**config.mk**
```make
export PLATFORM = sky130hd
export DESIGN_NAME = rc4_ksa
export DESIGN_NICKNAME = d
export VERILOG_FILES = /design/src/rtl/rc4_ksa.sv
export SDC_FILE = /design/constraint.sdc
export NUM_CORES = 1
export LEC_CHECK = 0
export ABC_CLOCK_PERIOD_IN_PS = 3200
export BUFFER_PORTS_ARGS = -buffer_cell sky130_fd_sc_hd__buf_4
export CAP_MARGIN = 30
export CORE_UTILIZATION = 52
export CTS_BUF_LIST = sky130_fd_sc_hd__clkbuf_8
export DETAILED_ROUTE_END_ITERATION = 10
export PLACE_DENSITY = 0.8
export SLEW_MARGIN = 10
export SYNTH_ARGS = -nofsm -noshare
export SYNTH_HDL_FRONTEND = slang
export SYNTH_SLANG_ARGS = --single-unit
```
**constraint.sdc**
```tcl
create_clock -name clk -period 3.2 [get_ports clk]
set_clock_uncertainty 0.05 [all_clocks]
set_input_delay 0.32 -clock clk [delete_from_list [all_inputs] [get_ports clk]]
set_output_delay 0.32 -clock clk [all_outputs]
set_load 0.01 [all_outputs]
```
**src/rtl/rc4_ksa.sv**
```systemverilog
// RC4 key-scheduling controller driving a 256x8 sarr state array: identity fill, then KSA permutation.
// Optional abort input enabled by defining RC4_KSA_ABORT_EN.
module rc4_ksa #(
    parameter int unsigned KEY_LEN = 3
) (
    input  logic                   clk,
    input  logic                   n_rst,
    input  logic                   start_i,
    input  logic [8*KEY_LEN-1:0]   key_i,
`ifdef RC4_KSA_ABORT_EN
    input  logic                   abort_i,
`endif
    output logic                   busy_o,
    output logic                   done_o,
    output logic [7:0]             waddr_o,
    output logic [7:0]             wdata_o,
    output logic                   wenable_o,
    output logic [7:0]             raddr_o,
    output logic                   renable_o,
    output logic                   swap_o,
    input  logic [7:0]             rdata_i
);

    localparam int unsigned KEY_W = 8 * KEY_LEN;
    localparam int unsigned KW    = (KEY_LEN > 1) ? $clog2(KEY_LEN) : 1;
    localparam logic [KW-1:0] K_LAST = KW'(KEY_LEN - 1);

    typedef enum logic [2:0] {
        IDLE,
        INIT,
        READ_I,
        CALC_J,
        SWAP,
        DONE
    } state_t;

    state_t           state;
    logic [7:0]       i;
    logic [7:0]       j;
    logic [KW-1:0]    k;
    logic [KEY_W-1:0] key_q;

    logic [KEY_W-1:0] key_sh;
    logic [7:0]       key_byte;
    logic [7:0]       j_sum;

    // Key byte k sits at the top of the register once shifted left by k bytes (byte 0 is MSB-first).
    always_comb begin
        key_sh   = key_q << {k, 3'b000};
        key_byte = key_sh[KEY_W-1 -: 8];
        j_sum    = j + rdata_i + key_byte;
    end

    // Outputs are registered and loaded with the decode of the state being entered,
    // so they behave as a Moore decode of the state register and counters.
    always_ff @(posedge clk or negedge n_rst) begin
        if (!n_rst) begin
            state     <= IDLE;
            i         <= 8'd0;
            j         <= 8'd0;
            k         <= '0;
            key_q     <= '0;
            busy_o    <= 1'b0;
            done_o    <= 1'b0;
            waddr_o   <= 8'd0;
            wdata_o   <= 8'd0;
            wenable_o <= 1'b0;
            raddr_o   <= 8'd0;
            renable_o <= 1'b0;
            swap_o    <= 1'b0;
        end else begin
            done_o    <= 1'b0;
            waddr_o   <= 8'd0;
            wdata_o   <= 8'd0;
            wenable_o <= 1'b0;
            raddr_o   <= 8'd0;
            renable_o <= 1'b0;
            swap_o    <= 1'b0;

            case (state)
                IDLE: begin
                    if (start_i) begin
                        key_q     <= key_i;
                        i         <= 8'd0;
                        j         <= 8'd0;
                        k         <= '0;
                        state     <= INIT;
                        busy_o    <= 1'b1;
                        wenable_o <= 1'b1;
                    end
                end
                INIT: begin
                    if (i == 8'd255) begin
                        i         <= 8'd0;
                        j         <= 8'd0;
                        k         <= '0;
                        state     <= READ_I;
                        renable_o <= 1'b1;
                    end else begin
                        i         <= i + 8'd1;
                        wenable_o <= 1'b1;
                        waddr_o   <= i + 8'd1;
                        wdata_o   <= i + 8'd1;
                    end
                end
                READ_I: begin
                    state <= CALC_J;
                end
                CALC_J: begin
                    j       <= j_sum;
                    state   <= SWAP;
                    swap_o  <= 1'b1;
                    raddr_o <= i;
                    waddr_o <= j_sum;
                end
                SWAP: begin
                    k <= (k == K_LAST) ? '0 : k + KW'(1);
                    if (i == 8'd255) begin
                        state  <= DONE;
                        done_o <= 1'b1;
                    end else begin
                        i         <= i + 8'd1;
                        state     <= READ_I;
                        renable_o <= 1'b1;
                        raddr_o   <= i + 8'd1;
                    end
                end
                DONE: begin
                    state  <= IDLE;
                    busy_o <= 1'b0;
                end
                default: begin
                    state  <= IDLE;
                    busy_o <= 1'b0;
                end
            endcase

`ifdef RC4_KSA_ABORT_EN
            // Abort overrides whatever the case statement scheduled.
            if (abort_i && (state != IDLE)) begin
                state     <= IDLE;
                busy_o    <= 1'b0;
                done_o    <= 1'b0;
                waddr_o   <= 8'd0;
                wdata_o   <= 8'd0;
                wenable_o <= 1'b0;
                raddr_o   <= 8'd0;
                renable_o <= 1'b0;
                swap_o    <= 1'b0;
            end
`endif
        end
    end

endmodule

```
# Word-level counts from Yosys, hierarchy flattened
# Index checks and enable logic that the tools add are counted.
# W data, S select, Z words.
# op_classes
n_bitwise	1
n_mux	26
n_eq_ne	9
addsub	4
n_reduce_logical	10
n_shift	1
# ops
cell	count
$pmux W8 S3	2
$mux W8	5
$pmux W8 S2	2
$shl A24 B5 Y24	1
$add A8 B8 Y8	2
$pmux W3 S5	1
$mux W3	3
$reduce_and A3 Y1	3
$add A8 B1 Y8 const B	1
$eq A8 B8 Y1 const B	1
$eq A3 B2 Y1 const B	2
$mux W1	6
$mux W2	3
$ne A2 B2 Y1 const B	3
$pmux W1 S2	3
$pmux W2 S3	1
$reduce_and A2 Y1	3
$reduce_bool A3 Y1	2
$reduce_or A4 Y1	1
$eq A3 B1 Y1 const B	1
$eq A3 B3 Y1 const B	1
$logic_not A3 Y1	1
$add A2 B1 Y2 const B	1
$eq A2 B2 Y1 const B	1
$not A1 Y1	1
# totals
out_inout_bits	29
in_bits	35
word_cells	64
register_bits	74

# Logic depth before layout (Yosys ltp)
# Gate-level depths: netlist of the first run.
# depth
depth_word	4
mapped_depth	14
ltp_nobuf	13

# Least setup slack after synthesis of the first run
# OpenSTA, ideal clock, no wires.
# synth_timing
path_kind	register to register
startpoint	register k[0]
endpoint	register waddr_o[7]
arrival_time_ns	2.911
setup_ns	0.135
slack_ns	0.104
required_ns	3.015
path_stages_with_launch	15
path_cell_list	dfrtp_1 -> buf_1 -> mux2i_1 -> nor2_1 -> a21oi_1 -> fa_1 -> inv_1 -> ha_1 -> inv_1 -> fa_1 -> nand2b_1 -> a21oi_1 -> o22ai_1 -> xnor2_1 -> o22ai_1
# synth_via
elab_chain_cells	3
# synth_lines
element	line_no	rtl
start, declared	40	logic [KW-1:0] k;
start signal, assigned	117	k <= (k == K_LAST) ? '0 : k + KW'(1);
$shl A24 B5 Y24	49	key_sh = key_q << {k, 3'b000};
$add A8 B8 Y8	51	j_sum = j + rdata_i + key_byte;
$pmux W8 S2	80	case (state)
end signal, assigned	102	waddr_o <= i + 8'd1;
end signal, assigned	114	waddr_o <= j_sum;
end, declared	15	output logic [7:0] waddr_o,
# No other way between the ends.
# A chain may end at the register's enable or synchronous reset.

# Worst setup path after layout of the first run
# Same ends and word-level chain as after synthesis.

==> impl_metrics.ini, run 1 <==
[synthesis]
syn_area_mm2 = 0.00359
async_flop_share_pct = 100
synthesis.nets = 369
ys_seq_elements = 74
synth_cell_types = 48
synth_area_per_cell_um2 = 11.2
syn_inst = 319
synth_ff_type = dfrtp_1
yosysSeqAreaShare_pct = 51.6
ys_warn_count = 0
synth_edf_count = 0

[drt]
ant_nets = 0
drtIter0Drc = 125
drtPass1Iterations = 4
viasPerCell = 5.58
drt-total-wl_mm = 7.20
remaining_drc_errors = 0
wl_per_cell_um = 15.4
dr_total_vias = 2605

[timing]
period_share_pct = 92.2
maxSlewViolCount = 0
max_freq_mhz = 339
setup_viol = 0
max_slew_margin_pct = 53.8
rsz0062_at_grt = false
hold_viol_final = 0
fin_tns_setup_ns = 0
tightest_slew_ns = 0.693
fin_crit_ns = 2.95

[clocking]
root_buffer = clkbuf_8
htreeDepth = 3
postCtsSetupBuffers = 0
clkTransAtPathRegs_ns = 0.07
tritoncts = yes
post_cts_resized = 0
numCtsBuffers = 9
clkSinkCount = 74
clk_latency_ns = 0.35
clockBufferDepth = 2
postCtsHoldBufs = 0

[worst_setup_path]
critPathMaxFanout = 4
cp_slowest_stage_delay_ns = 0.44
cp_num_buf_inv = 2
end_kind = register
cp.depth = 13
start_kind = register
crit_path_cell_trace = mux2i_1 > nor2_1 > a21oi_1 > fa_1 > inv_1 > ha_1 > inv_1 > fa_1 > nand2b_1 > a21oi_1 > o22ai_1 > xnor2_1 > o22ai_1
cpMaxStageDelayCell = fa_1
path_delay_family = adder cells
critPathKind = register to register
worstPathArrival_ns = 3.12
reg2reg_depth = 13
required_ns = 3.37

[cells_and_area]
diodes = 0
nFillCells = 494
area_growth_pct = 20.5
nets = 435
drive_gt1_share_pct = 30.0
stdcell_count = 467

[floorplanning]
die_area_mm2 = 0.00723
rows = 29
core_mm2 = 0.00649
fp.dieH_um = 85.1
ios = 64
floorplan.initialDensity_pct = 55.2
die-width_um = 85.1

[global_routing]
grt_max_degree = 75
grt_pass1_vias = 2553
antenna_found_initial = 0
grt_pass1_wl_mm = 12.3
overflow = 0
grt_usage_pct = 22.3

[placement]
globalplace.congestion = 0.794
place_hpwl_mm = 5.22
dp_cells = 449
portBuffers = 63

[hold_path]
min_path_type = input pin to register
hold_depth = 2

[power]
leakage_nw = 2.09
power_density_mw_per_mm2 = 535
ir_worst_vdd_v = 0.000294

[run_status]
status = completed

[flow_run]
cap_violations = 0
-- final timing paths --
| path | from | end | slack, ns |
|---|---|---|---|
| worst max-delay path | k[0] | waddr_o[7] | 0.25 |
| worst min-delay path | key_i[22] | key_q[22] | 0.13 |
| worst max register to register | k[0] | waddr_o[7] | 0.25 |
| worst min register to register | key_q[22] | key_q[22] | 0.45 |
| max in group asynchronous | n_rst | state[0] | 2.23 |
| min in group asynchronous | n_rst | waddr_o[3] | 0.33 |
-- registers in the layout, summed over array words and instances, names as in the netlist --
name and cells:
wenable_o 1, waddr_o 8, j 8, i 8, busy_o 1, done_o 1
renable_o 1, wdata_o 8, swap_o 1, k 2, key_q 24, raddr_o 8
state 3
-- cells by family (layout without fill, tap and decap cells) --
kind of cell,count (synthesis),count (layout),share of synthesized area [%]
adders and majority gates,15,15,6.91
DFF,74,74,51.6
AOI/OAI and AO/OA,72,72,12.9
xor gates and xnor gates,11,11,2.69
buffers and inverters,28,99,3.73
muxes,32,32,9.77
and+or+nand+nor,87,87,12.4
-- cell type report --
type | count | area, um2 | share of cell area, %
sequential | 74 | 1850 | 42.8
multi-input combinational | 217 | 1600 | 37.0
timing repair buffer | 69 | 541 | 12.5
clock buffer | 11 | 151 | 3.50
tap | 77 | 96.3 | 2.23
inverter | 14 | 52.6 | 1.22
clock inverter | 5 | 30.0 | 0.694
-- power by group --
part / leakage [nW] / switching, mW / total (mW) / internal, mW
sequential: 0.959 / 0.0528 / 1.05 / 1.00
clock: 0.0965 / 0.347 / 0.667 / 0.319
combinational: 1.03 / 0.302 / 0.592 / 0.290
-- per-stage QoR --
step / area [um2] / setup WS, ns / power [mW] / hold WS (ns) / util [%]
detailed placement: 4110 / 0.282 / 1.66 / 0.436 / 63.2
finish: 4320 / 0.251 / 2.31 / 0.133 / 66.6
global placement: 4110 / 0.389 / 1.63 / 0.425 / 63.2
global route: 4320 / 0.0454 / 2.45 / 0.140 / 66.6
CTS: 4290 / 0.258 / 2.31 / 0.0760 / 66.0
floorplan: 3590 / 0.104 / 1.49 / -0.0256 / -
-- worst reg2reg max path, cell delays in order (launching register included) --
cell and delay [ns]:
dfrtp_1 0.43, mux2i_1 0.20, nor2_1 0.05, a21oi_1 0.16, fa_1 0.44, inv_1 0.08, ha_1 0.17, inv_1 0.06
fa_1 0.39, nand2b_1 0.18, a21oi_1 0.18, o22ai_1 0.12, xnor2_1 0.19, o22ai_1 0.11
-- Yosys cell counts, types with 2 or more instances --
cell type | number | area (um2)
o31ai_1 | 5 | 37.5
nor2b_1 | 2 | 12.5
buf_2 | 5 | 25.0
mux2i_1 | 8 | 80.1
o41ai_1 | 2 | 17.5
inv_1 | 14 | 52.6
o2bb2ai_1 | 2 | 17.5
o21ai_0 | 33 | 165
nand3_1 | 3 | 15.0
nand2_1 | 38 | 143
fa_1 | 8 | 160
mux2_2 | 23 | 259
buf_4 | 4 | 30.0
or2_1 | 2 | 12.5
nand2b_1 | 4 | 25.0
a21oi_1 | 8 | 40.0
xor2_1 | 3 | 26.3
nor3b_2 | 2 | 25.0
o22ai_1 | 4 | 25.0
dfrtp_1 | 74 | 1850
nor2_1 | 21 | 78.8
nor3_1 | 6 | 30.0
a21o_1 | 5 | 37.5
a31oi_1 | 3 | 18.8
clkbuf_1 | 3 | 11.3
xnor2_1 | 8 | 70.1
ha_1 | 7 | 87.6
o21ai_1 | 2 | 10.0
-- per-layer routing --
metal | GRT usage, % | vias up | wire [um]
met3 | 5.25 | 10 | 485
met1 | 30.0 | 1266 | 3210
met2 | 35.3 | 88 | 3420
met5 | 0 | - | 0
met4 | 8.78 | 0 | 81
li1 | - | 1241 | -
-- layout by cell type, fill, tap and decap left out, types with 2 or more instances in the layout --
cell type	netlist	final
nor2b_1	2	2
or2_1	2	2
o21ai_1	2	2
dfrtp_1	74	74
a21oi_1	8	8
o22ai_1	4	4
o21ai_0	33	33
o31ai_1	5	5
nor3_1	6	6
a21o_1	5	5
nand3_1	3	3
o2bb2ai_1	2	2
nand2b_1	4	4
ha_1	7	7
xor2_1	3	3
mux2_2	23	23
mux2i_1	8	8
nor2_1	21	21
clkbuf_8	0	11
clkinv_2	0	2
nand2_1	38	38
inv_1	14	15
xnor2_1	8	8
o41ai_1	2	2
a31oi_1	3	3
nor3b_2	2	2
fa_1	8	8
buf_4	4	67
Power figures use the tool's default switching activity.
==> run 2, diff against run 1 <==
- PLACE_DENSITY: 0.8 -> 0.74
- SKIP_LAST_GASP: not set -> 1
==> impl_metrics.ini, run 2 (synthesized netlist as in run 1, its figures left out) <==
[drt]
drtIter0Drc = 120
drt-total-wl_mm = 7.15
remaining_drc_errors = 0
wl_per_cell_um = 15.3
drtPass1Iterations = 4
dr_total_vias = 2599
viasPerCell = 5.55
ant_nets = 0

[placement]
place_hpwl_mm = 5.17
place_area_mm2 = 0.00411
globalplace.congestion = 0.814
portBuffers = 63

[power]
swShare_pct = 28.2
p_switching_uw = 694
p_int_mw = 1.77
ir_worst_vdd_v = 0.000303
p_clk_share_pct = 33.2
p_seq_share_pct = 43.1
total_power_mw = 2.46
leakage_nw = 2.11
power_density_mw_per_mm2 = 562
p_comb_share_pct = 23.7

[clocking]
postCtsSetupBuffers = 0
clkTransAtPathRegs_ns = 0.07
root_buffer = clkbuf_8
clkSinkCount = 74
tritoncts = yes
numCtsBuffers = 9
htreeDepth = 3
clockBufferDepth = 2
clk_latency_ns = 0.35

[flow_run]
cap_violations = 0

[timing]
max_freq_mhz = 341
setup_viol = 0
fin_crit_ns = 2.93
hold_ws_ns = 0.139
hold_viol_final = 0
maxSlewViolCount = 0
rsz0062_at_grt = false
max_slew_margin_pct = 49.1
fin_tns_setup_ns = 0
period_share_pct = 91.6
tightest_slew_ns = 0.758

[global_routing]
grt_pass1_vias = 2537
grt_max_degree = 75
antenna_found_initial = 0
top_usage_layer = met2
grt_pass1_wl_mm = 12.2
overflow = 0
met3_usage_pct = 6.13
grt_use_met2_pct = 34.8
use_met1_pct = 30.1
grt_usage_pct = 22.4

[hold_path]
min_path_type = input pin to register

[cells_and_area]
drive_gt1_share_pct = 30.2
finalInstanceArea_mm2 = 0.00437
area_growth_pct = 21.9
final_cell_mix = dfrtp_1, buf_4, nand2_1
largest_reg_flops = 24
nets = 436
regMostFlops = key_q
mostFrequentLayoutCell = dfrtp_1
diodes = 0

[floorplanning]
die_area_mm2 = 0.00723
die-width_um = 85.1
fp.dieH_um = 85.1
ios = 64
rows = 29
floorplan.initialDensity_pct = 55.2
core_mm2 = 0.00649

[worst_setup_path]
critPathMaxFanout = 9
required_ns = 3.37
rrSetupSlack_ns = 0.27
worstPathArrival_ns = 3.10
end_kind = register
critPathKind = register to register
start_kind = register

[run_status]
status = completed
## run 2: worst paths after layout
check                                from          to  cells past startpoint
worst max-delay path                 k[0]  waddr_o[7]                     12
worst min-delay path            key_i[22]   key_q[22]                      2
worst max register to register       k[0]  waddr_o[7]                     12
worst min register to register  key_q[13]   key_q[13]                      1
max in group asynchronous           n_rst   key_q[23]                      3
min in group asynchronous           n_rst  wdata_o[1]                      2
## run 2: through the flow
stage	instances	utilization, %	worst slack (ns)
3_5_place_dp	450	63.3	0.304
2_1_floorplan	319	-	0.104
6_report	468	67.3	0.268
5_1_grt	468	67.3	0.114
3_3_place_gp	450	63.3	0.386
4_1_cts	466	66.8	0.251
## run 2: cell type report
type	instances	area (um2)
fillers	503	2120
well taps	77	96.3
multi-input cells	217	1600
flip-flops and latches	74	1850
clock inverters	5	77.6
clock buffers	11	151
inverters	14	52.6
repair buffers	70	541
## run 2: power by group through the flow
stage / Combinational (mW) / Sequential, mW / Clock [mW]
floorplan: 0.435 / 1.06 / 0
global placement: 0.554 / 1.07 / 0
detailed placement: 0.577 / 1.07 / 0
CTS: 0.581 / 1.06 / 0.834
global route: 0.657 / 1.07 / 0.878
finish: 0.583 / 1.06 / 0.816
## run 2: repair_timing
action                    CTS  global route
resized for setup           0             0
hold buffers                0             1
hold endpoints to repair    0            29
## run 2: worst max-delay path, stage by stage, from the launching register on
cell	delay [ns]
dfrtp_1	0.43
buf_4	0.20
mux2i_1	0.12
o21ai_0	0.32
fa_1	0.26
ha_1	0.16
inv_1	0.05
fa_1	0.39
nand2b_1	0.18
a21oi_1	0.20
o22ai_1	0.13
xnor2_1	0.20
o22ai_1	0.11
## run 2: metal layers
| metal | wire length, um | part of all wire, % |
|---|---|---|
| met5 | 0 | 0 |
| met1 | 3290 | 46 |
| met3 | 318 | 4.5 |
| met4 | 85 | 1.2 |
| met2 | 3450 | 48 |
==> run 3, diff against run 2 <==
- ABC_CLOCK_PERIOD_IN_PS: 3200 -> 2400
- clock period: 3.2 -> 2.4 ns (I/O delays scaled with it)
==> impl_metrics.ini, run 3 (synthesized netlist as in run 1, its figures left out) <==
[cells_and_area]
mostFrequentLayoutCell = buf_4
final_cell_mix = buf_4, dfrtp_1, nand2_1
finalInstanceArea_mm2 = 0.00475
nFillCells = 446
area_growth_pct = 32.4
drive_gt1_share_pct = 40.5
largest_reg_flops = 24
diodes = 0
nets = 460
regMostFlops = key_q
stdcell_count = 492

[worst_setup_path]
required_ns = 2.65
critPathKind = register to register
worstPathArrival_ns = 2.97
critPathMaxFanout = 4
end_kind = register
start_kind = register

[timing]
rsz0062_at_grt = true
fin_tns_setup_ns = -2.18
setup_viol = 10
max_freq_mhz = 367
tightest_slew_ns = 0.685
period_share_pct = 114
max_slew_margin_pct = 54.4
hold_viol_final = 0
fin_ws_ns = -0.326
maxSlewViolCount = 0
fin_crit_ns = 2.73

[drt]
drt-total-wl_mm = 7.76
dr_total_vias = 2701
drtIter0Drc = 133
drtPass1Iterations = 4
viasPerCell = 5.49
ant_nets = 0
remaining_drc_errors = 0
wl_per_cell_um = 15.8

[global_routing]
grt_pass1_vias = 2646
overflow = 0
antenna_found_initial = 0
grt_max_degree = 75
grt_pass1_wl_mm = 12.6
grt_usage_pct = 22.8

[floorplanning]
ios = 64
fp.dieH_um = 85.1
floorplan.initialDensity_pct = 55.2
die_area_mm2 = 0.00723
rows = 29
die-width_um = 85.1
core_mm2 = 0.00649

[placement]
portBuffers = 63
globalplace.congestion = 0.834
place_hpwl_mm = 5.28
place_area_mm2 = 0.00427
dp_cells = 469

[clocking]
clockBufferDepth = 2
numCtsBuffers = 9
clk_latency_ns = 0.35
clkTransAtPathRegs_ns = 0.08
clkSinkCount = 74
tritoncts = yes
htreeDepth = 3
root_buffer = clkbuf_8

[power]
leakage_nw = 2.26
p_switching_mw = 1.19
p_clk_share_pct = 30.2
p_comb_share_pct = 34.3
total_power_mw = 3.99
p_int_mw = 2.80
ir_worst_vdd_v = 0.000474
swShare_pct = 29.8
p_seq_share_pct = 35.5
power_density_mw_per_mm2 = 841

[run_status]
violations = setup timing
status = finished, violations left

[flow_run]
cap_violations = 0

[hold_path]
min_path_type = input pin to register
run 3: cell count changes in the layout (fill, tap and decap cells not counted), sizes merged:
cell | before | now
clkinvlp | 0 | 2
clkbuf | 11 | 10
inv | 15 | 14
bufinv | 2 | 3
clkinv | 2 | 1
buf | 69 | 93
run 3: critical path, stage by stage (launching register included):
cell and delay [ns]:
dfrtp_2 0.45, nor2b_2 0.17, buf_4 0.16, buf_4 0.12
nand2_1 0.05, o21ai_0 0.10, fa_1 0.45, ha_1 0.35
o21ai_1 0.25, a21oi_4 0.05, buf_4 0.14, nor3_2 0.21
or2_1 0.13
run 3: power groups by stage:
stage / clock [mW] / combinational [mW] / sequential, mW
after floorplan: 0 / 0.615 / 1.41
after global placement: 0 / 0.951 / 1.43
after detailed placement: 0 / 0.996 / 1.44
after CTS: 1.22 / 1.17 / 1.41
after global routing: 1.27 / 1.49 / 1.43
final: 1.21 / 1.37 / 1.42
run 3: final cells by class:
class / instances / area [um2] / share of cell area [%]
flip-flops and latches: 74 / 1850 / 39.0
repair buffers: 94 / 743 / 15.7
clock buffers: 10 / 138 / 2.90
multi-input cells: 217 / 1750 / 36.9
well taps: 77 / 96.3 / 2.03
inverters: 14 / 52.6 / 1.11
clock inverters: 6 / 114 / 2.40
run 3: path summary, 6_finish.rpt:
path	to	slack, ns	start	cells past startpoint
worst min register to register	key_q[22]	0.45	key_q[22]	1
max in group asynchronous	waddr_o[7]	1.41	n_rst	3
min in group asynchronous	waddr_o[1]	0.33	n_rst	2
worst min-delay path	key_q[22]	0.06	key_i[22]	2
worst max-delay path	waddr_o[5]	-0.33	k[0]	12
worst max register to register	waddr_o[5]	-0.33	k[0]	12
run 3: per-layer routing:
metal  vias up  GRT usage [%]  part of all wire, %
li1       1291              -                    -
met1      1314           30.8                   45
met2        84           36.5                   48
met3        12           5.64                  5.4
met4         0           7.09                  1.5
met5         -              0                    0
run 3: what timing repair did:
action | 4_1_cts | 5_1_grt
buffers inserted | 6 | 1
gates resized for setup | 30 | 13
endpoints found under the setup margin | 12 | 12
pin swaps | 16 | 10
hold endpoints to repair | 6 | 0
hold buffers | 1 | 0
run 3: metrics by stage:
stage / util [%] / hold WS, ns / setup slack (ns)
floorplan: - / -0.106 / -0.336
global placement: 65.7 / 0.364 / -0.347
detailed placement: 65.7 / 0.380 / -0.462
CTS: 71.6 / 0.0602 / -0.304
global route: 73.1 / 0.0531 / -0.479
finish: 73.1 / 0.0575 / -0.326
